[src/rtl/vram_wr_arbiter.sv]
// vram_wr_arbiter: merges host direct pixel writes with a rectangle-fill
// engine onto a single registered framebuffer write port.
// Host writes always win; the fill engine stalls in any host cycle.
// Optional build macro: FILL_CLIP_EN -- when defined, fill pixels that fall
// outside SCREEN_W x SCREEN_H still use their FILL cycle but are not written.
// fsm_state is a debug view of the fill FSM (0=IDLE, 1=FILL, 2=DONE).
module vram_wr_arbiter #(
  parameter int SCREEN_W = 160,
  parameter int SCREEN_H = 100
) (
  input  logic        cpu_clk,
  input  logic        reset,
  input  logic        host_wr,
  input  logic [31:0] host_addr,
  input  logic [7:0]  host_data,
  input  logic        fill_start,
  input  logic [7:0]  fill_x,
  input  logic [7:0]  fill_y,
  input  logic [7:0]  fill_w,
  input  logic [7:0]  fill_h,
  input  logic [7:0]  fill_color,
  output logic        fill_busy,
  output logic        fill_done,
  output logic        cpu_wr,
  output logic [31:0] cpu_addr,
  output logic [7:0]  cpu_data,
  output logic [1:0]  fsm_state
);

  typedef enum logic [1:0] {
    IDLE = 2'd0,
    FILL = 2'd1,
    DONE = 2'd2
  } state_t;

  localparam logic [31:0] SW = 32'(SCREEN_W);
  localparam logic [31:0] SH = 32'(SCREEN_H);

  state_t      state_q, state_d;
  logic        fill_busy_q, fill_busy_d;
  logic        fill_done_q, fill_done_d;
  logic        cpu_wr_q, cpu_wr_d;
  logic [31:0] cpu_addr_q, cpu_addr_d;
  logic [7:0]  cpu_data_q, cpu_data_d;

  // Latched rectangle parameters.
  logic [7:0]  x_q, x_d;
  logic [7:0]  w_q, w_d;
  logic [7:0]  h_q, h_d;
  logic [7:0]  color_q, color_d;

  // Walk position: offsets within the rectangle plus absolute col/row.
  // col/row are 9 bits so x+w-1 / y+h-1 never wrap.
  logic [7:0]  cnt_c_q, cnt_c_d;
  logic [7:0]  cnt_r_q, cnt_r_d;
  logic [8:0]  col_q, col_d;
  logic [8:0]  row_q, row_d;
  logic [31:0] row_base_q, row_base_d;

  logic        pix_en;
  logic [31:0] pix_addr;

  // Current fill pixel address and whether it may be written.
  always_comb begin
    pix_addr = row_base_q + {23'd0, col_q};
`ifdef FILL_CLIP_EN
    pix_en = ({23'd0, col_q} < SW) && ({23'd0, row_q} < SH);
`else
    pix_en = 1'b1;
`endif
  end

  // Next-state: host grant, fill FSM sequencing and the raster walk.
  always_comb begin
    state_d     = state_q;
    fill_busy_d = fill_busy_q;
    fill_done_d = 1'b0;
    cpu_wr_d    = 1'b0;
    cpu_addr_d  = cpu_addr_q;
    cpu_data_d  = cpu_data_q;
    x_d         = x_q;
    w_d         = w_q;
    h_d         = h_q;
    color_d     = color_q;
    cnt_c_d     = cnt_c_q;
    cnt_r_d     = cnt_r_q;
    col_d       = col_q;
    row_d       = row_q;
    row_base_d  = row_base_q;

    // Host request owns the write port in its own cycle, in every state.
    if (host_wr) begin
      cpu_wr_d   = 1'b1;
      cpu_addr_d = host_addr;
      cpu_data_d = host_data;
    end

    case (state_q)
      IDLE: begin
        fill_busy_d = 1'b0;
        if (fill_start) begin
          x_d     = fill_x;
          w_d     = fill_w;
          h_d     = fill_h;
          color_d = fill_color;
          cnt_c_d = 8'd0;
          cnt_r_d = 8'd0;
          col_d   = {1'b0, fill_x};
          row_d   = {1'b0, fill_y};
          // One multiply per fill; rows then advance by adding SCREEN_W.
          row_base_d = {24'd0, fill_y} * SW;
          if ((fill_w != 8'd0) && (fill_h != 8'd0)) begin
            state_d     = FILL;
            fill_busy_d = 1'b1;
          end else begin
            state_d     = DONE;
            fill_done_d = 1'b1;
          end
        end
      end

      FILL: begin
        if (!host_wr) begin
          if (pix_en) begin
            cpu_wr_d   = 1'b1;
            cpu_addr_d = pix_addr;
            cpu_data_d = color_q;
          end
          if (cnt_c_q == w_q - 8'd1) begin
            cnt_c_d = 8'd0;
            col_d   = {1'b0, x_q};
            if (cnt_r_q == h_q - 8'd1) begin
              state_d     = DONE;
              fill_busy_d = 1'b0;
              fill_done_d = 1'b1;
            end else begin
              cnt_r_d    = cnt_r_q + 8'd1;
              row_d      = row_q + 9'd1;
              row_base_d = row_base_q + SW;
            end
          end else begin
            cnt_c_d = cnt_c_q + 8'd1;
            col_d   = col_q + 9'd1;
          end
        end
      end

      DONE: begin
        state_d     = IDLE;
        fill_busy_d = 1'b0;
      end

      default: begin
        state_d     = IDLE;
        fill_busy_d = 1'b0;
      end
    endcase
  end

  // State and output registers; reset aborts any fill immediately.
  always_ff @(posedge cpu_clk or posedge reset) begin
    if (reset) begin
      state_q     <= IDLE;
      fill_busy_q <= 1'b0;
      fill_done_q <= 1'b0;
      cpu_wr_q    <= 1'b0;
      cpu_addr_q  <= 32'd0;
      cpu_data_q  <= 8'd0;
      x_q         <= 8'd0;
      w_q         <= 8'd0;
      h_q         <= 8'd0;
      color_q     <= 8'd0;
      cnt_c_q     <= 8'd0;
      cnt_r_q     <= 8'd0;
      col_q       <= 9'd0;
      row_q       <= 9'd0;
      row_base_q  <= 32'd0;
    end else begin
      state_q     <= state_d;
      fill_busy_q <= fill_busy_d;
      fill_done_q <= fill_done_d;
      cpu_wr_q    <= cpu_wr_d;
      cpu_addr_q  <= cpu_addr_d;
      cpu_data_q  <= cpu_data_d;
      x_q         <= x_d;
      w_q         <= w_d;
      h_q         <= h_d;
      color_q     <= color_d;
      cnt_c_q     <= cnt_c_d;
      cnt_r_q     <= cnt_r_d;
      col_q       <= col_d;
      row_q       <= row_d;
      row_base_q  <= row_base_d;
    end
  end

  assign fill_busy = fill_busy_q;
  assign fill_done = fill_done_q;
  assign cpu_wr    = cpu_wr_q;
  assign cpu_addr  = cpu_addr_q;
  assign cpu_data  = cpu_data_q;
  assign fsm_state = state_q;

endmodule

[config.mk]
export PLATFORM = sky130hd
export DESIGN_NAME = vram_wr_arbiter
export DESIGN_NICKNAME = d
export VERILOG_FILES = /design/src/rtl/vram_wr_arbiter.sv
export SDC_FILE = /design/constraint.sdc
export NUM_CORES = 1
export LEC_CHECK = 0
export CAP_MARGIN = 20
export CORE_MARGIN = 3
export CORE_UTILIZATION = 55
export CTS_BUF_LIST = sky130_fd_sc_hd__clkbuf_4
export DETAILED_ROUTE_END_ITERATION = 12
export GPL_ROUTABILITY_DRIVEN = 0
export PLACE_DENSITY = 0.82
export SLEW_MARGIN = 20
export SYNTH_ARGS = -nofsm -noshare
export SYNTH_HDL_FRONTEND = slang
export SYNTH_SLANG_ARGS = --single-unit
[constraint.sdc]
create_clock -name cpu_clk -period 6.35 [get_ports cpu_clk]
set_clock_uncertainty 0.1 [all_clocks]
set_input_delay 1.27 -clock cpu_clk [delete_from_list [all_inputs] [get_ports cpu_clk]]
set_output_delay 1.27 -clock cpu_clk [all_outputs]
set_load 0.1 [all_outputs]
==> impl_table.tex <==
\begin{tabular}{lr}
\hline
Metric & Value \\
\hline
\multicolumn{2}{l}{\textbf{Yosys}} \\
\quad Register area share after synthesis & 0.4287 \\
\quad Syn Nets & 962 \\
\quad Leading register cell type out of synthesis & sky130\_fd\_sc\_hd\_\_dfrtp\_1 \\
\quad Post-synthesis average cell area & 8.807 µm² \\
\quad Count leader, synth & sky130\_fd\_sc\_hd\_\_nand2\_1 \\
\quad Cells after synthesis & roughly 860 \\
\quad Count of warnings emitted by yosys & 0 \\
\quad Post-synthesis register bit count & 129 \\
\quad Number of synthesized flops with an enable pin & 0 \\
\quad Largest cells by area after synthesis & sky130\_fd\_sc\_hd\_\_dfrtp\_1, sky130\_fd\_sc\_hd\_\_nand2\_1, sky130\_fd\_sc\_hd\_\_a21oi\_1 \\
\quad Cell Area, Synth & between 7000 and 8000 µm² \\
\quad Area fraction of the dominant cell type after synthesis & 0.4287 \\
\quad Top cells by count, synth & sky130\_fd\_sc\_hd\_\_nand2\_1, sky130\_fd\_sc\_hd\_\_dfrtp\_1, sky130\_fd\_sc\_hd\_\_a21oi\_1 \\
\quad Distinct cell type count after synthesis & 64 \\
\quad Async SR Flop Fraction & 1.000 \\
\quad Library cell occupying the most area in the post-synthesis netlist & sky130\_fd\_sc\_hd\_\_dfrtp\_1 \\
\multicolumn{2}{l}{\textbf{CTS}} \\
\quad Hold buffer count at cts & 0 \\
\quad Latest clock arrival within the worst-skew pair & 0.55 ns \\
\quad Cts bufs inserted & 17 \\
\quad PostCTS Resize Cnt & 0 \\
\quad CTS Buffer Depth & 2 \\
\quad Buffers inserted by post-CTS timing repair & 0 \\
\quad Clock tree from TritonCTS & done \\
\quad Clk root buf & sky130\_fd\_sc\_hd\_\_clkbuf\_4 \\
\quad Clock transition at the registers of the reported paths & 0.11 ns \\
\quad H-Tree Level Count & 4 \\
\quad Clock sink count & between 100 and 150 \\
\multicolumn{2}{l}{\textbf{Route}} \\
\quad DR WL met3 & 1848 µm \\
\quad Initial DRC count & 628 \\
\quad Via Count & 6784 \\
\quad Remaining design rule violation count & 0 \\
\quad Max Used Layer & met4 \\
\quad Drt pass-1 iters & 5 \\
\quad Metal-1 WL & 8749 µm \\
\quad Mean routed wirelength per cell & 17.26 µm \\
\quad Average via count per standard cell & 5.920 \\
\quad Detail Route met2 WL & approximately 8900 µm \\
\quad Total wirelength of the detailed-routed design & 19780 µm \\
\quad Count of nets left with antenna violations after detail routing & 0 \\
\multicolumn{2}{l}{\textbf{Layout}} \\
\quad Post-layout net count & about 1100 \\
\quad Number of fillers in the final layout & 1100 \\
\quad Proportion of layout cells with a drive suffix above 1 & 0.05269 \\
\quad Total area of multi-input combinational cells & a little over 4000 µm² \\
\quad Non-Filler Cell Area, Final & 9173 µm² \\
\quad Synth-to-layout area growth & 21.82\% \\
\quad Sequential cell area & 3228 µm² \\
\quad Number of flip-flops in the largest register & 32 \\
\multicolumn{2}{l}{\textbf{Setup path}} \\
\quad Required time at the worst-slack endpoint & 4.98 ns \\
\quad Setup crit end kind & primary output \\
\quad List of cells traversed by the critical path & clkdlybuf4s50\_1 \\
\quad Largest stage delay, worst path & 1.23 ns \\
\quad Data arrival time at the worst-slack endpoint & 2.31 ns \\
\quad CP Buf/Inv Count & 1 \\
\quad Cell type of the slowest stage on the worst timing path & sky130\_fd\_sc\_hd\_\_clkdlybuf4s50\_1 \\
\quad Family with the most delay on the worst path & buffers and inverters \\
\quad Worst setup path category & reg2out \\
\quad Highest fanout seen on the critical path & 7 \\
\quad CP startpoint kind & flop \\
\multicolumn{2}{l}{\textbf{Global route}} \\
\quad Overflow after GRT & 0 \\
\quad Vias in the first global route & 6307 \\
\quad Global-route wire length before repair & 31630 µm \\
\quad Tot GR Track Use & 0.2670 \\
\quad Number of antenna violations at the first check in global routing & 1 \\
\quad Largest net degree at the start of global routing & 83 \\
\multicolumn{2}{l}{\textbf{Timing}} \\
\quad Portion of the clock cycle consumed by the worst path in the final layout & 0.5796 \\
\quad Tightest hold margin & 0.3899 ns \\
\quad Worst slew margin relative to its limit & 0.2892 \\
\quad Number of failing setup endpoints in the final timing report & 0 \\
\quad Min cycle time layout & 3.680 ns \\
\quad Worst-Margin Slew & 1.058 ns \\
\quad RSZ-0062 raised after global routing & false \\
\quad Highest achievable clock rate & 0.2717 GHz \\
\quad Minimum setup slack in the final design & between 2 and 3 ns \\
\quad Setup TNS & 0 ns \\
\quad Final Hold Fails & 0 \\
\quad Max Slew Vio Count & 0 \\
\multicolumn{2}{l}{\textbf{Power}} \\
\quad VDD IR-drop max & $\sim$240 µV \\
\quad Reported leakage power & 3.859 nW \\
\quad Total power & 3.787 mW \\
\quad PwrDens & 412.9 nW/µm² \\
\multicolumn{2}{l}{\textbf{Job}} \\
\quad Maximum Capacitance Violations & 0 \\
\multicolumn{2}{l}{\textbf{Floorplanning}} \\
\quad Starting density of the core & 0.5663 \\
\quad Core region area & 13300 µm² \\
\quad Number of placement rows & 42 \\
\quad DIE HEIGHT & between 100 and 150 µm \\
\quad Die footprint & about 15000 µm² \\
\quad Die width & 123.0 µm \\
\quad Number of top-level design ports & 129 \\
\multicolumn{2}{l}{\textbf{Placed design}} \\
\quad HPWL after detailed placement & 13550 µm \\
\quad Dpl ws & 2.232 ns \\
\quad Area of placed instances & between 8000 and 9000 µm² \\
\quad Buffers added on ports & 128 \\
\multicolumn{2}{l}{\textbf{Run status}} \\
\quad Run status & completed \\
\multicolumn{2}{l}{\textbf{Min path}} \\
\quad Tightest Hold Check Type & reg2reg \\
\hline
\end{tabular}
cells in the final DEF (no fill, tap or decap), drive strengths merged, types with 3 or more instances in the layout:
cell / synthesis / final
nor2b: 3 / 3
o221ai: 4 / 4
xor2: 25 / 25
o22ai: 5 / 5
o21ai: 65 / 65
and4: 5 / 5
inv: 14 / 14
or3b: 3 / 3
or4: 21 / 21
bufinv: 0 / 3
dfrtp: 129 / 129
clkbuf: 45 / 19
and2: 8 / 8
nand2: 159 / 159
a211oi: 3 / 3
nor3b: 8 / 8
and3: 4 / 4
nor2: 50 / 50
o31ai: 24 / 24
nand2b: 6 / 6
buf: 8 / 10
nor4: 9 / 9
or3: 7 / 7
a31oi: 4 / 4
a21o: 8 / 8
a22oi: 4 / 4
clkdlybuf4s50: 0 / 127
nor3: 14 / 14
o21bai: 3 / 3
mux2i: 27 / 27
clkinv: 0 / 7
a21oi: 61 / 61
ha: 22 / 22
o21a: 6 / 6
xnor2: 31 / 31
nand3: 32 / 32
nand4: 12 / 12
o21ba: 3 / 3
metal layers:
metal,vias to the layer above,global-route usage
met5,-,0
met2,274,0.3949
met4,0,0.07751
met3,24,0.09241
met1,3226,0.3743
li1,3260,-
layout make-up:
cell class | count | share of cell area
Antenna cell | 2 | 0.0005456
Sequential cell | 129 | 0.3519
Multi-Input combinational cell | 659 | 0.4402
Clock inverter | 10 | 0.01310
Clock buffer | 19 | 0.01555
Tap cell | 176 | 0.02401
Timing Repair Buffer | 137 | 0.1487
Inverter | 14 | 0.006002
report_power, final:
group	internal, mW	switching, mW
logic	0.661	1.20
clock network	0.268	0.297
registers	1.07	0.297
per-stage QoR:
step | std cells | util
floorplan | 855 | -
global placement | 1114 | 0.6677
detailed placement | 1114 | 0.6677
CTS | 1143 | 0.6875
global route | 1146 | 0.6899
finish | 1146 | 0.6899
cells by family after synthesis:
family                     count (synthesis)  share of synthesized area
DFF                                      129                     0.4287
buffers and inverters                     67                    0.03755
xor gates and xnor gates                  56                    0.06514
and+or+nand+nor                          347                     0.2235
adders and majority gates                 23                    0.03922
muxes                                     29                    0.03888
AOI/OAI and AO/OA                        204                     0.1670
path summary, 6_finish.rpt:
path / endpoint / startpoint / depth (start not counted) / slack [ns]
setup / recovery: fsm_state[1] / fsm_state[1]$_DFFE_PP0P_ / 1 / 2.67
max in group asynchronous: cnt_c_q[1]$_DFFE_PP0P_ / reset / 3 / 3.71
hold reg to reg: x_q[1]$_DFFE_PP0P_ / x_q[1]$_DFFE_PP0P_ / 2 / 0.39
hold / removal: x_q[1]$_DFFE_PP0P_ / x_q[1]$_DFFE_PP0P_ / 2 / 0.39
min in group asynchronous: cnt_r_q[4]$_DFFE_PP0P_ / reset / 2 / 1.19
setup reg to reg: row_base_q[14]$_DFFE_PP0P_ / w_q[0]$_DFFE_PP0P_ / 8 / 3.04
No activity file was read; power rests on OpenSTA's default activity.
